**src/rtl/serial_add_pkg.sv**
```systemverilog
// Shared types and helpers for the bit-serial adder (serial_add).
package serial_add_pkg;

    typedef enum logic {
        IDLE  = 1'b0,
        SHIFT = 1'b1
    } state_t;

    localparam int unsigned DEFAULT_WIDTH = 4;

    // Bit counter width: clog2 of WIDTH, never less than one bit.
    function automatic int unsigned cnt_width(input int unsigned w);
        return (w <= 1) ? 1 : $clog2(w);
    endfunction

endpackage

```
**src/rtl/full_adder_bit.sv**
```systemverilog
// Single-bit full adder cell, shared with the parallel arithmetic blocks.
module full_adder_bit (
    input  logic a,
    input  logic b,
    input  logic cin,
    output logic s,
    output logic cout
);

    // Sum and majority carry.
    always_comb begin
        s    = a ^ b ^ cin;
        cout = (a & b) | (a & cin) | (b & cin);
    end

endmodule

```
**src/rtl/serial_add.sv**
```systemverilog
// Bit-serial ripple adder: latches operands on start, resolves one bit per
// clock LSB first through one full_adder_bit, then pulses done with
// {carryOut,sum} = a + b + carryIn.
// Optional macro SERIAL_ADD_SUB_EN adds port sub; sub=1 computes
// a - b - carryIn with carryOut acting as borrowOut.
module serial_add
    import serial_add_pkg::*;
#(
    parameter int unsigned WIDTH = DEFAULT_WIDTH
) (
    input  logic             clk,
    input  logic             rstN,
    input  logic             start,
    input  logic [WIDTH-1:0] a,
    input  logic [WIDTH-1:0] b,
    input  logic             carryIn,
`ifdef SERIAL_ADD_SUB_EN
    input  logic             sub,
`endif
    output logic             busy,
    output logic             done,
    output logic [WIDTH-1:0] sum,
    output logic             carryOut
);

    localparam int unsigned     CW   = cnt_width(WIDTH);
    localparam logic [CW-1:0]   LAST = CW'(WIDTH - 1);

    state_t             state_q, state_d;
    logic [WIDTH-1:0]   a_q, a_d;
    logic [WIDTH-1:0]   b_q, b_d;
    logic               c_q, c_d;
    logic [WIDTH-1:0]   res_q, res_d;
    logic [CW-1:0]      cnt_q, cnt_d;
    logic               sub_q, sub_d;
    logic               busy_q, busy_d;
    logic               done_q, done_d;
    logic [WIDTH-1:0]   sum_q, sum_d;
    logic               cout_q, cout_d;

    logic               sub_in;
    logic               fa_s;
    logic               fa_cout;
    logic [WIDTH-1:0]   res_shift;

`ifdef SERIAL_ADD_SUB_EN
    assign sub_in = sub;
`else
    assign sub_in = 1'b0;
`endif

    full_adder_bit u_fa (
        .a    (a_q[0]),
        .b    (b_q[0]),
        .cin  (c_q),
        .s    (fa_s),
        .cout (fa_cout)
    );

    // New sum bit enters at the MSB; a one-bit result register is just the bit.
    if (WIDTH == 1) begin : g_res_w1
        assign res_shift = fa_s;
    end else begin : g_res_wn
        assign res_shift = {fa_s, res_q[WIDTH-1:1]};
    end

    // State and datapath registers.
    always_ff @(posedge clk or negedge rstN) begin
        if (!rstN) begin
            state_q <= IDLE;
            a_q     <= '0;
            b_q     <= '0;
            c_q     <= 1'b0;
            res_q   <= '0;
            cnt_q   <= '0;
            sub_q   <= 1'b0;
            busy_q  <= 1'b0;
            done_q  <= 1'b0;
            sum_q   <= '0;
            cout_q  <= 1'b0;
        end else begin
            state_q <= state_d;
            a_q     <= a_d;
            b_q     <= b_d;
            c_q     <= c_d;
            res_q   <= res_d;
            cnt_q   <= cnt_d;
            sub_q   <= sub_d;
            busy_q  <= busy_d;
            done_q  <= done_d;
            sum_q   <= sum_d;
            cout_q  <= cout_d;
        end
    end

    // Next-state: load on accepted start, shift one bit per cycle in SHIFT.
    always_comb begin
        state_d = state_q;
        a_d     = a_q;
        b_d     = b_q;
        c_d     = c_q;
        res_d   = res_q;
        cnt_d   = cnt_q;
        sub_d   = sub_q;
        busy_d  = busy_q;
        done_d  = 1'b0;
        sum_d   = sum_q;
        cout_d  = cout_q;

        case (state_q)
            IDLE: begin
                if (start) begin
                    // Subtraction is a + ~b + ~borrowIn; the final carry is inverted.
                    a_d     = a;
                    b_d     = b ^ {WIDTH{sub_in}};
                    c_d     = carryIn ^ sub_in;
                    sub_d   = sub_in;
                    cnt_d   = '0;
                    busy_d  = 1'b1;
                    state_d = SHIFT;
                end
            end
            SHIFT: begin
                a_d   = a_q >> 1;
                b_d   = b_q >> 1;
                c_d   = fa_cout;
                res_d = res_shift;
                cnt_d = cnt_q + CW'(1);
                if (cnt_q == LAST) begin
                    sum_d   = res_shift;
                    cout_d  = fa_cout ^ sub_q;
                    done_d  = 1'b1;
                    busy_d  = 1'b0;
                    state_d = IDLE;
                end
            end
            default: state_d = IDLE;
        endcase
    end

    assign busy     = busy_q;
    assign done     = done_q;
    assign sum      = sum_q;
    assign carryOut = cout_q;

endmodule

```
**config.mk**
```make
export PLATFORM = sky130hd
export DESIGN_NAME = serial_add
export DESIGN_NICKNAME = d
export VERILOG_FILES = /design/src/rtl/serial_add_pkg.sv /design/src/rtl/full_adder_bit.sv /design/src/rtl/serial_add.sv
export SDC_FILE = /design/constraint.sdc
export NUM_CORES = 1
export LEC_CHECK = 0
export ABC_CLOCK_PERIOD_IN_PS = 2300
export CAP_MARGIN = 0
export CELL_PAD_IN_SITES_DETAIL_PLACEMENT = 1
export CELL_PAD_IN_SITES_GLOBAL_PLACEMENT = 1
export CORE_ASPECT_RATIO = 1.25
export CORE_MARGIN = 1
export CORE_UTILIZATION = 42
export DETAILED_ROUTE_END_ITERATION = 6
export PLACE_DENSITY_LB_ADDON = 0.1
export SYNTH_ARGS = -nofsm -noshare
export SYNTH_HDL_FRONTEND = slang
export SYNTH_HIERARCHICAL = 1
export SYNTH_SLANG_ARGS = --single-unit
```
**constraint.sdc**
```tcl
create_clock -name clk -period 2.3 [get_ports clk]
set_input_delay 0.69 -clock clk [delete_from_list [all_inputs] [get_ports clk]]
set_output_delay 0.69 -clock clk [all_outputs]
set_load 0.03 [all_outputs]
```
After elaboration in Yosys (flattened, before gate mapping)
Cells that the tools add are included.
{ "totals": {"reg_bits": 23} }
{ "op_classes": {"mux": 16, "reduce_logical": 2, "add_sub_neg": 1, "bitwise": 8, "n_eq_ne": 3} }
{ "ops": {"columns": ["cell", "n"], "rows": [
  ["$pmux W4 S2", 2],
  ["$mux W4", 2],
  ["$mux W1", 7],
  ["$pmux W1 S2", 3],
  ["$pmux W2 S2", 1],
  ["$reduce_and A2 Y1", 2],
  ["$and A1 B1 Y1", 3],
  ["$add A2 B1 Y2 const B", 1],
  ["$eq A2 B2 Y1 const B", 1],
  ["$mux W2", 1],
  ["$ne A2 B1 Y1 const B", 1],
  ["$ne A2 B2 Y1 const B", 1],
  ["$or A1 B1 Y1", 2],
  ["$xor A1 B1 Y1", 2],
  ["$not A1 Y1", 1]
]} }

Longest topological paths before layout
Gate-level depths: netlist of run 1.
{ "depth": {"depth_word": 4, "ltp_mapped": 4, "mapped_depth_nobuf": 3} }

By module
The synthesis of run 1 kept the hierarchy.
{ "by_module_without_submodules": {"columns": ["module", "area_each_um2", "cells_per_inst", "n_inst"], "rows": [
  ["serial_add", 937.1, 71, 1],
  ["full_adder_bit", 20.0, 1, 1]
]} }

Least setup slack after synthesis of run 1
Ideal clock, no wire load.
{ "synth_path": {"path_kind": "reg-to-reg", "from": "register a_q[0]", "to": "register sum_q[3], in the netlist sum[3]", "path_buffers": 0, "setup_ps": 125, "synth_period_minus_slack_ps": 1244, "path_stages_with_launch": 3, "arrival_ps": 1119, "slack_ps": 1056, "cell_sequence": "dfrtp_1 -> fa_1 -> mux2_4"} }
{ "synth_between": {"elab_chain_cells": 2} }
{ "synth_lines": {"columns": ["item", "line_no", "text"], "rows": [
  ["start, declared", "serial_add.sv:30", "logic [WIDTH-1:0] a_q, a_d;"],
  ["start signal, assigned", "serial_add.sv:71", "a_q <= '0;"],
  ["start signal, assigned", "serial_add.sv:83", "a_q <= a_d;"],
  ["$xor A1 B1 Y1 (2 in a row)", "full_adder_bit.sv:12", "s = a ^ b ^ cin;"],
  ["net fa_s", "serial_add.sv:42", "logic fa_s;"],
  ["end signal, assigned", "serial_add.sv:91", "sum_q <= sum_d;"],
  ["end, declared", "serial_add.sv:38", "logic [WIDTH-1:0] sum_q, sum_d;"]
]} }
The timed path passes the listed nets, and every way through them passes these cells.
A chain may end at the register's enable or synchronous reset.

Worst setup path after layout of run 1
{ "layout_path": {"from": "register busy_q, in the netlist busy", "to": "output port busy"} }
{ "layout_lines": {"columns": ["item", "line_no", "text"], "rows": [
  ["start, declared", "serial_add.sv:36", "logic busy_q, busy_d;"],
  ["start signal, assigned", "serial_add.sv:89", "busy_q <= busy_d;"],
  ["end, declared", "serial_add.sv:20", "output logic busy,"]
]} }
No word-level cell between the ends.

==> results.md, run 1 <==
- The flow ran to the end, and the final reports show no timing, DRC or antenna violations.
- The area of combinational cells with multiple inputs is 367.9 sq um.
- The number of global-route vias before repair was 643.
- The iteration count of the initial detailed-routing pass is 1.
- The endpoint class of the critical path is a primary output.
- The worst supply voltage drop on vdd is 0.6570 mV.
- The cell area after technology mapping is 957.2 sq um.
- In the finished design, the share of the clock period the worst path needs comes to between 90 and 100%.
- The post-synthesis instance total is 72.
- The biggest fanout along the worst timing path is 3.
- Clock-pin slew was measured on the worst setup and hold paths at about 120 ps.
- For this run, the number of Yosys warnings is 6.
- After detailed routing, the number of vias per cell comes to 4.886.
- The floorplan step defined a core boundary enclosing 2072 sq um.
- The number of cell instances on the worst register-to-register path is 2.
- The largest individual stage delay along the critical path comes from the cell sky130_fd_sc_hd__clkdlybuf4s50_1.
- The die covers between 2000 and 2500 sq um.
- The net total in the final layout is between 100 and 150.
- The wire length of the first global-routing pass is between 2000 and 3000 um.
- Setup repair after global routing left no endpoint under its margin.
- At the pin with the least slew margin, the transition time is just over 300 ps.
- The HPWL after detailed placement is 1207 um.
- TritonCTS built the clock tree.
- At the placement stage, the worst setup path has a slack of 501.2 ps.
- The setup TNS is 0 ps.
- Buffers placed on the I/O ports in this run total 18.
- The fraction of final layout cells sized beyond drive strength 1 is 17.20%.
- The worst clock skew on the final layout is 3.773 ps.
- The instance area at placement is roughly 1200 sq um.
- Across every metal layer, demand over resource in global routing totals between 15 and 20%.
- The worst register-to-register path has a setup slack of 990 ps.
- The total number of cells along the worst setup path is 1.
- The data required time of the critical path is 1610 ps.
- The final cell area excluding filler cells is 1202 sq um.
- Counting flops and latches in the post-synthesis netlist gives 22.
- The cell type group with the largest total delay on the critical path is buffers and inverters.
- Buffers inserted during clock tree synthesis total 3.
- The termination of the worst setup path is busy.
- The max-slew violation count came to 0.
- The sequential cells in the finished layout cover a total of 550.5 sq um.
- Entering global routing, the biggest net connects 24 pins.
- The final layout contains routed wiring with a total length of 1624 um.
- The clock drives 22 sinks.
- The width of the die is 44.70 um.
- The area growth from synthesis to layout is 25.62%.
- The depth of the worst hold-timing path is 2.
- The data arrival at the endpoint of the critical path is around 1400 ps.
- The min-delay analysis places its worst path in the category flop to flop.
- The clock latency on the worst-skew pair is ~300 ps.
- The effective utilization at floorplan is between 40% and 50%.
- The mean post-synth cell area is ~13 sq um.
- The highest achievable clock rate is 481.7 MHz.
- The vias after detailed routing is approximately 600.
- The per-cell routed wire length is around 13 um.
- The worst path buffer plus inverter count is 1.
- The filler cells instantiated in the layout total 214.
- In this run, post-CTS repair resized a total of 0 instances.
- The total global routing overflow is 0.
- In this run the critical register-to-register path is launched from a_q[0].
- The cell area power density is 1270 nW/um^2.
- The library cell used most frequently in the layout, excluding fill and tap cells, is sky130_fd_sc_hd__dfrtp_1.
- The remaining antenna violation count after routing is 0.
- The least setup slack across all paths after layout is 224.1 ps.
- The initial antenna violation count was 0.
- The signal on the critical path passes through clkdlybuf4s50_1.
- The number of distinct library cells after synthesis is 19.
- Tracing the worst setup path back leads to its startpoint at busy.
- The number of levels the H-tree was split into is 1.
- The number of nets in the synthesized netlist is 87.
- The cell sitting at the root of the clock tree is a sky130_fd_sc_hd__clkbuf_4.
- Row generation in the floorplan step produced 18 rows.
- Sequential elements use 57.52% of the synthesized area.
- The number of antenna diodes is 0.
- STA classifies the critical path startpoint as a flop.
- Once the clock tree was built, the setup fixing pass inserted 0 buffers.
- The relative slew slack is 79.73%.
- Max-cap violations in this run came to 0.
- Routability-driven placement finished with a final weighted congestion of 0.6843.
- For this design the static power due to leakage is 0.5814 nW.
- The number of buffers between clock root and the deepest sink is 2.
- For this run, the slowest stage of the critical path takes 680 ps.
- The category of the critical setup timing path is flop to primary output.
- The count of pins on the block boundary is 19.
- The number of design-rule violations left by the first detailed-router iteration is 0.
- The final routed DRC violation total is 0.
- The library cells used most frequently in the layout, excluding fill and tap cells, are sky130_fd_sc_hd__dfrtp_1 (22), sky130_fd_sc_hd__clkdlybuf4s50_1 (18), sky130_fd_sc_hd__mux2i_1 (10), sky130_fd_sc_hd__nand2_1 (7), sky130_fd_sc_hd__o21ai_1 (6).
- Setup violations remaining at the end of the flow were counted as 0.
- The hold-fix buffer count after cts is 0.
- From bottom edge to top edge, the die measures between 50 and 60 um.
- The routed design could run at a clock period as short as 2076 ps.
- The end of the worst register-to-register path is res_q[3].
- The number of hold violations in the final report is 0.
==> cell usage after synthesis <==
cell / count / area [sq um]
sky130_fd_sc_hd__o21ai_0: 1 / 5.000
sky130_fd_sc_hd__o21ai_1: 6 / 30.03
sky130_fd_sc_hd__dfrtp_1: 22 / 550.5
sky130_fd_sc_hd__mux2_4: 5 / 75.07
sky130_fd_sc_hd__o22ai_1: 1 / 6.260
sky130_fd_sc_hd__a22o_1: 1 / 8.760
sky130_fd_sc_hd__a21oi_1: 1 / 5.000
sky130_fd_sc_hd__nand2_1: 7 / 26.28
sky130_fd_sc_hd__nand2_4: 1 / 11.26
sky130_fd_sc_hd__fa_1: 1 / 20.02
sky130_fd_sc_hd__buf_2: 1 / 5.000
sky130_fd_sc_hd__ha_1: 2 / 25.02
sky130_fd_sc_hd__mux2i_1: 10 / 100.1
sky130_fd_sc_hd__inv_1: 2 / 7.510
sky130_fd_sc_hd__mux2_2: 3 / 33.78
sky130_fd_sc_hd__buf_4: 2 / 15.01
sky130_fd_sc_hd__nor2_1: 4 / 15.01
sky130_fd_sc_hd__buf_6: 1 / 11.26
sky130_fd_sc_hd__nand2b_1: 1 / 6.260
==> state kept, by name (all words and copies together) (netlist names) <==
signal	count
a_q	4
b_q	4
sum	4
res_q	3
cnt_q	2
busy	1
c_q	1
carryOut	1
done	1
state_q	1
==> worst register-to-register path, stage by stage (launching register included) <==
cell	delay (ps)
sky130_fd_sc_hd__dfrtp_1	420
sky130_fd_sc_hd__fa_1	510
sky130_fd_sc_hd__mux2_2	280
==> kinds of logic after synthesis <==
family          synth area share (%)
flops                          57.52
mux                            21.83
simple gates                   6.144
compound gates                 5.751
buf+inv                        4.052
fa+ha+maj                      4.706
==> power by group <==
group	leakage (nW)	total, mW	switching (mW)	internal (mW)
Clock	0.0210	0.210	0.113	0.0965
Sequential	0.279	0.656	0.107	0.549
Combinational	0.281	0.662	0.318	0.344
Total	0.581	1.53	0.538	0.990
==> stage by stage <==
stage	std cells	power [mW]	utilization (%)	hold slack [ps]
2_1_floorplan	72	1.123	-	394.4
3_3_place_gp	119	1.297	56.28	471.2
3_5_place_dp	119	1.343	56.28	477.3
4_1_cts	123	1.554	58.03	512.8
5_1_grt	123	1.632	58.03	533.8
6_report	123	1.528	58.03	506.4
==> how the worst min path moves through the flow <==
stage                     startpoint      to  slack [ps]
final                         b_q[1]  b_q[0]         510
after global routing          sum[1]  sum[1]         530
after CTS                     b_q[1]  b_q[0]         510
after detailed placement      b_q[2]  b_q[1]         480
after global placement        b_q[1]  b_q[0]         470
after floorplan                 rstN  a_q[0]         390
==> metal layers <==
metal | share of wire [%] | track usage (%) | wire [um] | up-vias
li1 | - | - | - | 287
met4 | 1.4 | 6.494 | 23 | 0
met2 | 56 | 26.47 | 906 | 15
met3 | 2.4 | 2.941 | 39 | 4
met1 | 40 | 17.55 | 655 | 295
met5 | 0 | 0 | 0 | -
==> cell type report <==
| cell class | count | area share [%] |
|---|---|---|
| tap | 30 | 3.122 |
| sequential | 22 | 45.79 |
| inverter | 2 | 0.6244 |
| clock buffer | 4 | 3.018 |
| timing repair buffer | 21 | 16.86 |
| multi-input combinational | 44 | 30.59 |
No activity file was read; power rests on OpenSTA's default activity.
==> inputs of run 2 (changes only) <==
ABC_CLOCK_PERIOD_IN_PS = default   (was 2300)
MAX_ROUTING_LAYER = met4   (was default)
==> results.md, run 2 (synthesis gave the netlist of run 1 again) <==
- Timing would allow up to roughly 480 MHz.
- Detailed routing inserted a total of 601 vias.
- The startpoint identified for the worst register-to-register timing path is a_q[0].
- The initial antenna violation count is 0.
- In this run, placement finished with an instance count of 119.
- On the final layout, the worst hold slack is 506.5 ps.
- The filler cell count in the final layout is 214.
- The clock tree from TritonCTS is built.
- The most frequent standard cell in the layout excluding fill and tap cells is sky130_fd_sc_hd__dfrtp_1.
- The least setup slack across all paths after layout is 224.0 ps.
- The count of pins on the block boundary is 19.
- Cell internal power was estimated by the tool at 0.9897 mW.
- The number of hold violations in the final report is 0.
- The die covers 2475 sq um.
- The number of buffers between clock root and the deepest sink is 2.
- The max capacitance violation total is 0.
- The hold-fix buffer count after cts is 0.
- Clock tree synthesis found a total of 22 sinks.
- On the worst path, the slowest cell contributes a delay of 680 ps.
- The category of the critical setup timing path is flop to primary output.
- The die is approximately 45 um wide.
- Setup repair after global routing left no endpoint under its margin.
- The placeable core area is 2072 sq um.
- The maximum number of pins on one net before global-route repair is 24.
- The net total in the final layout is 109.
- The data required time of the critical path is about 1600 ps.
- The number of design-rule violations left by the first detailed-router iteration is 0.
- Clock-pin slew was measured on the worst setup and hold paths at 120 ps.
- The transition time at the pin with the least slew margin is 303.2 ps.
- Measured along the y axis, the die boundary spans 55.38 um.
- The net switching power is 0.5379 mW.
- The number of port buffers is 18.
- The initial utilization of the core area, before any placement, comes to roughly 46%.
- The worst-case register-to-register setup slack is 990 ps.
- Summed over all layers, the global routing overflow is 0.
- The share of power burned in combinational logic is a little over two fifths.
- The fraction of final layout cells sized beyond drive strength 1 is roughly 17%.
- The number of clock buffers added by TritonCTS is 3.
- Dividing total power by cell area gives a power density of 1270 nW/um^2.
- At the end of routability-driven placement, the weighted congestion stood at 0.6914.
- The relative slew slack is around 80%.
- STA classifies the critical path endpoint as a primary output.
- For this run, the number of standard cells in the final layout without fillers is between 100 and 150.
- The number of antenna diodes in the final layout is 0.
- The number of buffers and inverters on the critical path is 1.
- The detail route stage leaves a number of antenna-violating nets equal to 0.
- Walking the worst path, the cells encountered are clkdlybuf4s50_1.
- The switching part of the total power is 35.21%.
- In this run the most critical hold path is launched from b_q[1].
- For this run, the detailed router's first-pass iteration total came to 1.
- The max-slew violation count is 0.
- Buffers added to address setup during post-CTS repair amount to 0.
- The number of standard-cell rows in the floorplan is 18.
- The clock tree root buffer cell is sky130_fd_sc_hd__clkbuf_4.
- The biggest fanout along the worst timing path is 3.
- The slowest cell on the critical path is sky130_fd_sc_hd__clkdlybuf4s50_1.
- In this run the number of H-tree levels came out at 1.
- The per-cell routed wire length is 13.20 um.
- Post-CTS repair changed the size of 0 cells.
- The number of global-route vias before repair is 643.
- The clock period minus worst slack is 2076 ps.
- STA puts the critical path data arrival time at roughly 1400 ps.
- The cell type group with the largest total delay on the critical path is buffers and inverters.
- The routed design has roughly 1600 um of wire.
- The kind of path behind the tightest hold check is flop to flop.
- The worst setup path is launched from a flop.
- Prior to clock tree synthesis, the placed netlist has a worst setup slack of 501.2 ps.
- From synthesis to final layout, the design area changed by 25.62%.
- Summed over all cells, the static leakage comes to 0.5814 nW.
- The run finished with clean final reports.
- The critical path starts at busy.
- The HPWL after detailed placement is 1207 um.
- Summing internal, switching and leakage power gives 1.528 mW.
- Of the total power, the clock network draws roughly 14%.
- The library cells used most frequently in the layout, excluding fill and tap cells, are sky130_fd_sc_hd__dfrtp_1 (22), sky130_fd_sc_hd__clkdlybuf4s50_1 (18), sky130_fd_sc_hd__mux2i_1 (10), sky130_fd_sc_hd__nand2_1 (7), sky130_fd_sc_hd__o21ai_1 (6).
- Using the TritonRoute via totals, the vias-per-cell ratio works out to 4.886.
- Of the available clock period, the critical path in the final layout requires between 90% and 100%.
- The worst supply voltage drop on vdd is ~0.66 mV.
- The share of power burned in registers is 43.0%.
- The wire length of the first global-routing pass is 2801 um.
- The worst clock skew on the final layout is 3.764 ps.
- The clock latency on the worst-skew pair is 300 ps.
- The setup TNS is 0 ps.
- After detailed routing, the number of remaining DRC violations is 0.
- The overall routing resource usage is 15.68%.
- Setup violations remaining at the end of the flow were counted as 0.
## run 2: cell counts in the layout (fill, tap and decap cells not counted)
Identical to the previous run, type by type.
## run 2: final cells by class
type                            count  area [sq um]  area share (%)
Multi-Input combinational cell     44         367.9           30.59
Clock buffer                        4         36.28           3.018
Inverter                            2         7.507          0.6244
Sequential cell                    22         550.5           45.79
Tap cell                           30         37.54           3.122
Timing Repair Buffer               21         202.7           16.86
## run 2: through the flow
| step | instance area, sq um | util (%) |
|---|---|---|
| floorplan | 957.2 | - |
| global placement | 1166 | 56.28 |
| CTS | 1202 | 58.03 |
| detailed placement | 1166 | 56.28 |
| finish | 1202 | 58.03 |
| global route | 1202 | 58.03 |
## run 2: routing by layer
| metal | vias to the layer above | wire length (um) | track usage, % |
|---|---|---|---|
| met1 | 295 | 655 | 17.55 |
| met4 | 0 | 21 | 6.494 |
| met5 | - | 0 | - |
| met2 | 15 | 908 | 26.47 |
| met3 | 4 | 39 | 2.941 |
| li1 | 287 | - | - |
## run 2: final timing paths
path,end,depth (start not counted)
worst max register to register,res_q[3],2
min in group asynchronous,sum[0],2
max in group asynchronous,b_q[0],2
worst min register to register,b_q[0],2
worst min-delay path,b_q[0],2
worst max-delay path,busy,1
## run 2: power by group through the flow
stage	clock network [mW]	registers [mW]	logic, mW
4_1_cts	0.218	0.661	0.675
2_1_floorplan	0	0.746	0.377
3_3_place_gp	0	0.659	0.638
5_1_grt	0.237	0.678	0.717
3_5_place_dp	0	0.671	0.672
6_report	0.210	0.656	0.662
==> inputs of run 3 (changes only) <==
CORE_UTILIZATION = 51   (was 42)
DONT_BUFFER_PORTS = 1   (was default)
REMOVE_ABC_BUFFERS = 1   (was default)
==> results.md, run 3 (synthesis gave the netlist of run 1 again) <==
- The run finished with clean final reports.
- The clock transition at the register clock pins on the worst setup and hold paths after CTS is 120 ps.
- The total global routing overflow is 0.
- The path class of the tightest hold or removal check is input port to asynchronous set/reset pin.
- After detailed routing, the number of vias per cell comes to 5.739.
- Prior to clock tree synthesis, the placed netlist has a worst setup slack of 1003 ps.
- Global routing consumed, over all layers together, 17.66% of the routing resources.
- The count of pins on the block boundary is 19.
- The final count of negative-setup-slack endpoints is 0.
- STA puts the critical path data arrival time at 850 ps.
- The repair_antennas step left the layout with diodes totalling 0.
- The worst clock skew on the final layout is between 3 and 4 ps.
- For this run, the top clock speed supported by timing is 650.6 MHz.
- Entering global routing, the biggest net connects 23 pins.
- The number of levels the H-tree was split into is 1.
- The net total in the final layout is 89.
- TritonCTS built the clock tree.
- In this run, CTS created clock tree buffers numbering 3.
- The worst-case register-to-register setup slack is 1000 ps.
- The setup TNS is 0 ps.
- The vias after detailed routing is around 530.
- Clock tree synthesis found a total of 22 sinks.
- The biggest fanout along the worst timing path is 3.
- The final RePlAce weighted congestion is around 0.68.
- The effective utilization at floorplan is a little over half.
- Leaving out fill and tap cells, the most frequent cell in the layout is sky130_fd_sc_hd__dfrtp_1.
- The final total power is 1.383 mW.
- Dividing the detail-routed wire length by the instance count gives 15.35 um.
- The area growth from synthesis to layout is 3.791%.
- The relative slew slack is 73.20%.
- The overall die area is 2055 sq um.
- The finished layout holds slightly above 90 standard cells, fillers aside.
- The cell area power density is 1392 nW/um^2.
- The count of nets left with antenna violations once routing finished came out at 0.
- The endpoint class of the critical path is a primary output.
- Summed over all layers, the routed wires come to 1412 um.
- In the post-route analysis, the smallest setup slack over all paths is 762.9 ps.
- After floorplanning, the core was sized to cover ~1800 sq um.
- The number of instances resized during post-cts repair is 0.
- The max capacitance violation total is 0.
- Hold timing on the final database bottoms out at a slack of 64.36 ps.
- For this design the static power due to leakage is 0.5027 nW.
- The die is 40.75 um wide.
- The setup path with the least slack is of type flop to primary output.
- The number of hold violations in the final report is 0.
- The number of global-route vias before repair is 562.
- STA puts the critical path data required time at 1610 ps.
- The clock latency on the worst-skew pair is approximately 300 ps.
- In the layout the commonest cells are sky130_fd_sc_hd__dfrtp_1 (22), sky130_fd_sc_hd__mux2i_1 (10), sky130_fd_sc_hd__nand2_1 (7), sky130_fd_sc_hd__o21ai_1 (6), sky130_fd_sc_hd__mux2_4 (5).
- Post-CTS timing repair inserted 0 buffers for setup.
- Cells with a size suffix above 1 make up approximately a fifth of the layout.
- The post-route core utilization is between 50 and 60%.
- The worst supply voltage drop on vdd is 0.6446 mV.
- The cell count after placement is 88.
- The initial antenna violation count is 0.
- After routing the design area is 993.5 sq um.
- Setup repair after global routing left no endpoint under its margin.
- The number of design-rule violations left by the first detailed-router iteration is 7.
- Subtracting the final worst setup slack from the clock period gives 1537 ps.
- For the pin with the worst max-slew slack, the measured transition is 402.1 ps.
- In the routed design, unresolved DRC markers number 0.
- Summing all placed instances gives a cell area of 957.2 sq um.
- The period utilization is 66.83%.
- The first global-routing pass estimated 2352 um of wire.
- The HPWL after detailed placement is between 1000 and 1500 um.
- The hold-fix buffer count after cts is 0.
- The chip height is 50.44 um.
- The number of port buffers is 0.
- The number of standard-cell rows in the floorplan is 17.
- STA classifies the critical path startpoint as a flop.
- The longest clock path from root to sink contains 2 buffers.
- The max-slew violation count is 0.
- Before antenna repair, the detailed router went through 4 iterations.
- The clock tree root buffer cell is sky130_fd_sc_hd__clkbuf_4.
-- run 3: cell types whose count changed in the layout (fill, tap and decap cells not counted), sizes merged --
cell	before	now
clkdlybuf4s50	18	0
buf	3	1
-- run 3: worst paths after layout --
kind | to | depth (start not counted) | startpoint
max | busy | 0 | busy
min | res_q[2] | 0 | rstN
max reg2reg | res_q[3] | 2 | a_q[0]
min reg2reg | b_q[2] | 2 | b_q[3]
max in group asynchronous | b_q[3] | 0 | rstN
min in group clk | b_q[2] | 2 | b_q[3]
-- run 3: area by class of cell --
type	instances	area, sq um
clock buffers	4	36.28
fillers	173	772.0
inverters	2	7.507
multi-input cells	44	367.9
flip-flops and latches	22	550.5
well taps	19	23.77
repair buffers	1	7.507
-- run 3: where the power goes --
part / internal [mW] / leakage (nW) / switching (mW)
combinational: 0.236 / 0.202 / 0.152
sequential: 0.548 / 0.279 / 0.239
clock: 0.0965 / 0.0210 / 0.112
-- run 3: metal layers --
metal	global-route usage, %	wire length, um	up-vias
li1	-	-	245
met1	20.77	629	270
met2	26.46	726	11
met3	3.097	39	2
met4	11.67	16	0
met5	-	0	-
